File: config.mk
export PLATFORM = sky130hd
export DESIGN_NAME = cfu_issuer
export DESIGN_NICKNAME = d
export VERILOG_FILES = /design/src/rtl/cfu_issuer.sv
export SDC_FILE = /design/constraint.sdc
export NUM_CORES = 1
export LEC_CHECK = 0
export CORE_UTILIZATION = 45
export DETAILED_ROUTE_END_ITERATION = 16
export PLACE_DENSITY = 0.68
export SLEW_MARGIN = 20
export SYNTH_ARGS = -nofsm -noshare
export SYNTH_HDL_FRONTEND = slang
export SYNTH_SLANG_ARGS = --single-unit
export TNS_END_PERCENT = 20
File: constraint.sdc
create_clock -name clk_i -period 4.8 [get_ports clk_i]
set_input_delay 0.96 -clock clk_i [delete_from_list [all_inputs] [get_ports clk_i]]
set_output_delay 0.96 -clock clk_i [all_outputs]
set_load 0.01 [all_outputs]
File: src/rtl/cfu_issuer.sv
// Command-FIFO driven initiator for a CFU: pops one request at a time, strobes
// the CFU, waits out stalls (with timeout) and presents the result on a response port.
module cfu_issuer #(
   parameter int CMD_DEPTH = 4,
   parameter int TIMEOUT   = 1024
) (
   input  logic                           clk_i,
   input  logic                           rst_i,
   input  logic                           cmd_valid_i,
   output logic                           cmd_ready_o,
   input  logic [2:0]                     cmd_funct3_i,
   input  logic [6:0]                     cmd_funct7_i,
   input  logic [31:0]                    cmd_src1_i,
   input  logic [31:0]                    cmd_src2_i,
   output logic                           rsp_valid_o,
   input  logic                           rsp_ready_i,
   output logic [31:0]                    rsp_data_o,
   output logic                           rsp_err_o,
   output logic                           cfu_en_o,
   output logic [2:0]                     cfu_funct3_o,
   output logic [6:0]                     cfu_funct7_o,
   output logic [31:0]                    cfu_src1_o,
   output logic [31:0]                    cfu_src2_o,
   input  logic                           cfu_stall_i,
   input  logic [31:0]                    cfu_rslt_i,
   output logic                           busy_o,
   output logic [$clog2(CMD_DEPTH):0]     cmd_count_o
);

   localparam int AW = $clog2(CMD_DEPTH);
   localparam int CW = AW + 1;
   localparam int EW = 3 + 7 + 32 + 32;

   typedef enum logic [1:0] {S_IDLE, S_ISSUE, S_WAIT, S_RESP} state_t;

   state_t          state_reg, state_next;
   logic [EW-1:0]   fifo_mem [CMD_DEPTH];
   logic [AW-1:0]   wr_ptr_reg, rd_ptr_reg;
   logic [CW-1:0]   count_reg;
   logic [EW-1:0]   op_reg;
   logic [15:0]     tmo_cnt_reg, tmo_cnt_next;
   logic [31:0]     rsp_data_reg, rsp_data_next;
   logic            rsp_err_reg, rsp_err_next;
   logic            push, pop;

   // A pop in IDLE frees a slot this cycle, so a full FIFO may still take a push.
   assign pop         = (state_reg == S_IDLE) && (count_reg != '0);
   assign cmd_ready_o = (count_reg != CW'(CMD_DEPTH)) || pop;
   assign push        = cmd_valid_i && cmd_ready_o;

   always_ff @(posedge clk_i) begin
      if (push) begin
         fifo_mem[wr_ptr_reg] <= {cmd_funct3_i, cmd_funct7_i, cmd_src1_i, cmd_src2_i};
      end
   end

   always_ff @(posedge clk_i or posedge rst_i) begin
      if (rst_i) begin
         wr_ptr_reg <= '0;
         rd_ptr_reg <= '0;
         count_reg  <= '0;
         op_reg     <= '0;
      end else begin
         if (push) wr_ptr_reg <= wr_ptr_reg + 1'b1;
         if (pop) begin
            rd_ptr_reg <= rd_ptr_reg + 1'b1;
            op_reg     <= fifo_mem[rd_ptr_reg];
         end
         case ({push, pop})
            2'b10:   count_reg <= count_reg + 1'b1;
            2'b01:   count_reg <= count_reg - 1'b1;
            default: count_reg <= count_reg;
         endcase
      end
   end

   always_ff @(posedge clk_i or posedge rst_i) begin
      if (rst_i) begin
         state_reg    <= S_IDLE;
         tmo_cnt_reg  <= '0;
         rsp_data_reg <= '0;
         rsp_err_reg  <= 1'b0;
      end else begin
         state_reg    <= state_next;
         tmo_cnt_reg  <= tmo_cnt_next;
         rsp_data_reg <= rsp_data_next;
         rsp_err_reg  <= rsp_err_next;
      end
   end

   always_comb begin
      state_next    = state_reg;
      tmo_cnt_next  = tmo_cnt_reg;
      rsp_data_next = rsp_data_reg;
      rsp_err_next  = rsp_err_reg;
      cfu_en_o      = 1'b0;
      case (state_reg)
         S_IDLE: begin
            if (pop) begin
               tmo_cnt_next = '0;
               state_next   = S_ISSUE;
            end
         end
         S_ISSUE: begin
            cfu_en_o = 1'b1;
            if (!cfu_stall_i) begin
               rsp_data_next = cfu_rslt_i;
               rsp_err_next  = 1'b0;
               state_next    = S_RESP;
            end else begin
               state_next = S_WAIT;
            end
         end
         S_WAIT: begin
            // tmo_cnt_reg counts stalled WAIT cycles already spent.
            if (!cfu_stall_i) begin
               rsp_data_next = cfu_rslt_i;
               rsp_err_next  = 1'b0;
               state_next    = S_RESP;
            end else if (tmo_cnt_reg == 16'(TIMEOUT - 1)) begin
               rsp_data_next = '0;
               rsp_err_next  = 1'b1;
               state_next    = S_RESP;
            end else begin
               tmo_cnt_next = tmo_cnt_reg + 1'b1;
            end
         end
         S_RESP: begin
            if (rsp_ready_i) state_next = S_IDLE;
         end
         default: state_next = S_IDLE;
      endcase
   end

   assign rsp_valid_o  = (state_reg == S_RESP);
   assign rsp_data_o   = rsp_data_reg;
   assign rsp_err_o    = rsp_err_reg;
   assign cfu_funct3_o = op_reg[73:71];
   assign cfu_funct7_o = op_reg[70:64];
   assign cfu_src1_o   = op_reg[63:32];
   assign cfu_src2_o   = op_reg[31:0];
   assign busy_o       = (state_reg != S_IDLE) || (count_reg != '0);
   assign cmd_count_o  = count_reg;

endmodule

==> reports/metrics.cfg, run 1 <==
[route]
vias=9039
via_per_inst=5.32
routedWlPerCell_microns=20.4
drtIter0Drc=517
drc=0
totalWireLength_microns=34600
drtAntennaViolNets=0
drt-pass1-iter-count=4

[timing]
max_slew_margin_pct=33.2
grt_setup_unrepaired=no
finalSetupTns_ns=0
setup_viol=0
hold_viol=0
finalCritPeriodShare_pct=75.9
drv_slew=0
fmax_ghz=0.275
tightest_slew_ns=1.00
holdWs_ns=0.476
final.setup_skew_ns=0.0165
fin_crit_ns=3.64

[floorplanning]
io_pins=225
rows=69
die_area_sq_um=36800
start_util_pct=45.7
die_w_microns=192
die_h_microns=192
core_region_area_sq_um=35500

[clocking]
clkLatencyLatePin_ns=0.57
cts_tree=done
cts.sinks=428
post_cts_buffers=0
cts.path.max_buffers=3
cts.clk_slew.worst_paths_ns=0.06
clockRootBuffer=clkbuf_16
post_cts_resized=0
cts_hold_buf=0
cts_max_level=2
cts_buffers=44

[job]
max-cap-violations=0

[worst_setup_path]
r2r_slack_ns=2.08
cp_max_fo=8
crit_type=reg2out
cp_cell_sequence=inv_1 -> ha_1 -> or4b_2 -> clkdlybuf4s50_1
path_depth=4
slowest_delay_ns=0.78
cp.required_ns=3.84
cp-end-kind=primary output
reg2regPathDepth=5
cp_top_family=simple AND/OR/NAND/NOR gates
startpoint_type=flop
critPathArrivalTime_ns=2.68
worst-path-buf-inv=2
critical-path-slowest-cell=or4b_2

[final_layout]
syn_to_final_growth_pct=27.5
final_layout_size_suffix_gt1_share_pct=14.5
fillers=2697
finalNetCount=1319
largest_reg_flops=296

[synthesis]
synth-edff-count=296
synth_area_leaders=edfxtp_1 55%, dfrtp_1 20%, mux4_2 10%, nand2_1 5.6%, a22o_1 1.7%
avgSynthCellArea_sq_um=17.0
synthCells=956
yosysTopAreaCell=edfxtp_1
ys_ff_latch=428
yosysTopAreaCellShare_pct=54.8
syn_area_sq_um=16200
yosys_warnings=0
async_flop_share_pct=30.8
synthFlopType=edfxtp_1
synth_nets=1077
seq_area_frac_synth_pct=75.2
synth.distinct_cells=52

[global_routing]
gr-total-overflow=0
grt_usage_pct=19.6
antenna_found_initial=7
grt_pass1_wl_microns=54300
grt_pass1_vias=9486
grt_max_degree=83

[placement]
dp_hpwl_microns=21400
io_buffers=224
gp_congestion=0.813

[power_and_ir_drop]
power.leakage_nw=7.73
peakVddDrop_mv=0.492
power.density_nw_per_um2=643

[hold_path]
hold_depth=2
min_path_type=reg2reg

[outcome]
status=finished clean

-- power by group --
| group | switching (W) | internal, W |
|---|---|---|
| sequential | 0.000566 | 0.00502 |
| combinational | 0.00201 | 0.00203 |
| clock | 0.00142 | 0.00225 |
| total | 0.00400 | 0.00930 |
-- Yosys cell counts (3+ instances only) --
library cell / count
nor4_1: 5
a21oi_1: 5
clkbuf_1: 21
nor2_1: 7
dfrtp_1: 132
o21ai_0: 5
nand4_1: 10
xnor2_1: 4
buf_1: 9
edfxtp_1: 296
and4_1: 3
a22o_1: 32
o211ai_1: 5
nand2_1: 240
ha_1: 9
inv_1: 14
and2_1: 4
or4_1: 6
o221ai_1: 3
mux2i_1: 3
a221o_1: 3
nand3_1: 9
mux4_2: 74
and3_1: 6
buf_2: 15
-- layout make-up --
cell class / count / area (sq um) / area share [%]
timing repair buffer: 242 / 2430 / 11.8
multi-input combinational: 468 / 3810 / 18.4
clock buffer: 55 / 1220 / 5.92
clock inverter: 26 / 360 / 1.74
antenna: 6 / 15.0 / 0.0726
sequential: 428 / 12200 / 59.0
inverter: 14 / 57.6 / 0.278
tap: 461 / 577 / 2.79
-- layout by cell type, fill, tap and decap left out, types with 4 or more instances in the layout --
master | Yosys | final
edfxtp_1 | 296 | 296
nand2_1 | 240 | 240
clkdlybuf4s50_1 | 0 | 224
dfrtp_1 | 132 | 130
mux4_2 | 74 | 74
clkbuf_16 | 0 | 45
a22o_1 | 32 | 32
buf_4 | 0 | 14
inv_1 | 14 | 13
nand4_1 | 10 | 10
nand3_1 | 9 | 9
ha_1 | 9 | 9
bufinv_16 | 0 | 8
clkinv_2 | 0 | 7
diode_2 | 0 | 6
nor2_1 | 7 | 6
or4_1 | 6 | 6
clkbuf_8 | 0 | 6
clkinv_1 | 0 | 6
nor4_1 | 5 | 5
a21oi_1 | 5 | 5
o21ai_0 | 5 | 5
o211ai_1 | 5 | 5
and2_1 | 4 | 4
and3_4 | 0 | 4
xnor2_1 | 4 | 4
clkbuf_1 | 21 | 4
-- kinds of logic after synthesis --
group,count (synthesis),synth area share [%]
xor gates and xnor gates,6,0.324
and+or+nand+nor,306,8.24
adders and majority gates,10,0.818
DFF,428,75.2
buffers and inverters,60,1.55
AOI/OAI and AO/OA,68,3.32
muxes,78,10.5
-- metal layers --
layer / global-route usage (%) / routed length, microns
met1: 25.9 / 15000
met2: 31.5 / 16400
met3: 5.63 / 2680
met4: 5.86 / 604
met5: 0 / 25
-- worst paths after layout --
| kind | startpoint | end |
|---|---|---|
| worst max register to register | state_reg[0] | fifo_mem[1][31] |
| worst min-delay path | op_reg[69] | op_reg[69] |
| max in group asynchronous | rst_i | rsp_data_o[7] |
| worst min register to register | op_reg[69] | op_reg[69] |
| min in group asynchronous | rst_i | rsp_data_o[30] |
| worst max-delay path | state_reg[0] | cmd_ready_o |
-- tightest hold or removal path, delay by kind of cell, from the launching register on --
kind	cells	cell delay, ns
flip-flops	1	0.34
AND/OR/NAND/NOR	2	0.10
-- per-stage QoR --
stage | power, W | setup slack [ns] | utilization [%] | cells | cell area (sq um)
floorplan | 0.00790 | 0.314 | - | 956 | 16200
finish | 0.0133 | 1.16 | 58.3 | 1700 | 20700
detailed placement | 0.00974 | 1.65 | 53.6 | 1611 | 19000
global route | 0.0140 | 1.02 | 58.2 | 1694 | 20700
CTS | 0.0135 | 1.13 | 58.1 | 1692 | 20600
global placement | 0.00965 | 1.70 | 53.6 | 1611 | 19000
No activity file was read; power rests on OpenSTA's default activity.
==> run 2, diff against run 1 <==
Clock period 4.8 ns to 3.8 ns, I/O delays scaled along.
==> run 2 against run 1 <==
- clock skew hardly changed
- clock power is 21% higher
- first-iteration DRC count is 13% higher
- critical path depth stayed put
- sequential cell count stayed put
- worst setup slack worse by 0.80 ns
- non-clock buffer count stayed put
- cell count is 0.24% lower
- utilization is 0.17 points lower
- sequential share of layout area is 0.17 points higher
- global-route usage is 0.14 points higher
- sequential power is 27% higher
- critical endpoint unchanged
==> reports/metrics.cfg, run 2 (same netlist as run 1, synthesis figures left out) <==
[timing]
drv_slew=0
final.setup_skew_ns=0.0161
hold_viol=0
fin_crit_ns=3.44
setup_viol=0
tightest_slew_ns=0.889
holdWs_ns=0.471
finalSetupTns_ns=0
worst_slack_ns=0.356
grt_setup_unrepaired=no
max_slew_margin_pct=40.2
finalCritPeriodShare_pct=90.6
fmax_ghz=0.290

[worst_setup_path]
crit_type=reg2out
reg2regPathDepth=7
cp_cell_sequence=inv_1 -> ha_1 -> or4b_2 -> clkdlybuf4s50_1
slowest_delay_ns=0.78
cp_max_fo=8
cp-end-kind=primary output
r2r_slack_ns=1.17
reg2reg_to=cmd_count_o[2]
critical-path-slowest-cell=or4b_2
crit-reg2reg-launch=state_reg[0]
cp.required_ns=3.04
critPathArrivalTime_ns=2.68
startpoint_type=flop

[placement]
gp_congestion=0.823
io_buffers=224
dp_hpwl_microns=21100
placed_area_sq_um=19100
post-place-ws_ns=0.970

[power_and_ir_drop]
switchingPower_w=0.00510
p_comb_share_pct=31.1
power.leakage_nw=7.69
power.density_nw_per_um2=810
pwr-share-seq_pct=42.3
p_int_w=0.0116
peakVddDrop_mv=0.475
swShare_pct=30.6
clock_power_share_pct=26.6
finalPower_w=0.0167

[hold_path]
min_path_type=reg2reg
hold_depth=2
hold_start=op_reg[6]
hold_end=op_reg[6]

[final_layout]
finalNetCount=1320
fin_area_sq_um=20600
largest_reg_flops=296
mostFrequentLayoutCell=edfxtp_1
syn_to_final_growth_pct=27.2
final_layout_size_suffix_gt1_share_pct=13.8
layout_common_cells=296 x edfxtp_1, 240 x nand2_1, 224 x clkdlybuf4s50_1
antenna_cells=0
fillers=2731

[global_routing]
grtUsageMet1_pct=27.0
grt_pass1_wl_microns=54100
grt_pass1_vias=9337
antenna_found_initial=3
grt_max_degree=133
grt_usage_pct=19.7
gr-total-overflow=0
gr-usage-met3_pct=4.70
grt_use_met2_pct=31.3
busiest_layer=met2

[clocking]
clkLatencyLatePin_ns=0.57
cts_buffers=45
cts.path.max_buffers=3
cts.sinks=428
post_cts_buffers=0
cts_tree=done
post_cts_resized=0
cts_hold_buf=0
cts_max_level=2
clockRootBuffer=clkbuf_16
cts.clk_slew.worst_paths_ns=0.06

[route]
routedWlPerCell_microns=21.1
drc=0
totalWireLength_microns=35700
drt-pass1-iter-count=5
via_per_inst=5.32
drtIter0Drc=582
vias=9024
drtAntennaViolNets=0

[floorplanning]
die_w_microns=192
start_util_pct=45.7
die_area_sq_um=36800
rows=69
io_pins=225
die_h_microns=192
core_region_area_sq_um=35500

[job]
max-cap-violations=0

[outcome]
status=finished clean

run 2: cell count changes in the layout (fill, tap and decap cells not counted), sizes merged:
cell / previous run / this run
clkbuf: 55 / 64
inv: 16 / 13
diode: 6 / 0
clkinvlp: 3 / 2
bufinv: 8 / 5
run 2: critical path, delay by kind of cell (launching register included):
kind                     cells  cell delay, ns
buffers and inverters        2            0.64
AND/OR/NAND/NOR              1            0.78
flip-flops                   1            0.39
adder cells (fa/ha/maj)      1            0.32
run 2: area by class of cell:
class                      instances  area (sq um)  area share, %
inverter                          14          56.3          0.273
clock inverter                    19           225           1.09
multi-input combinational        468          3810           18.5
tap                              461           577           2.80
sequential                       428         12200           59.2
timing repair buffer             242          2480           12.0
clock buffer                      64          1270           6.16
run 2: worst max path at each step:
| stage | from | to | slack [ns] | cells after the start |
|---|---|---|---|---|
| final | state_reg[0] | cmd_ready_o | 0.36 | 4 |
| after global routing | state_reg[0] | cmd_ready_o | 0.25 | 4 |
| after CTS | state_reg[0] | cmd_ready_o | 0.34 | 4 |
| after detailed placement | state_reg[0] | cmd_ready_o | 0.97 | 4 |
| after global placement | state_reg[0] | cmd_ready_o | 1.02 | 4 |
| after floorplan | state_reg[0] | fifo_mem[0][0] | 0.43 | 5 |
run 2: per-layer routing:
metal | wire length [microns] | share of wire (%) | up-vias
met5 | 0 | 0 | -
li1 | - | - | 4116
met4 | 709 | 2.0 | 0
met3 | 2620 | 7.3 | 54
met1 | 15700 | 44 | 4556
met2 | 16700 | 47 | 298
run 2: stage by stage:
step / std cells / utilization [%]
3_5_place_dp: 1613 / 53.9
5_1_grt: 1696 / 58.1
6_report: 1696 / 58.1
2_1_floorplan: 956 / -
3_3_place_gp: 1613 / 53.9
4_1_cts: 1696 / 58.1
run 2: power by group through the flow:
stage	logic, W	registers, W	clock network (W)
final	0.00518	0.00706	0.00444
after global routing	0.00567	0.00722	0.00470
after CTS	0.00528	0.00710	0.00454
after detailed placement	0.00526	0.00717	0
after global placement	0.00518	0.00712	0
after floorplan	0.00288	0.00711	0
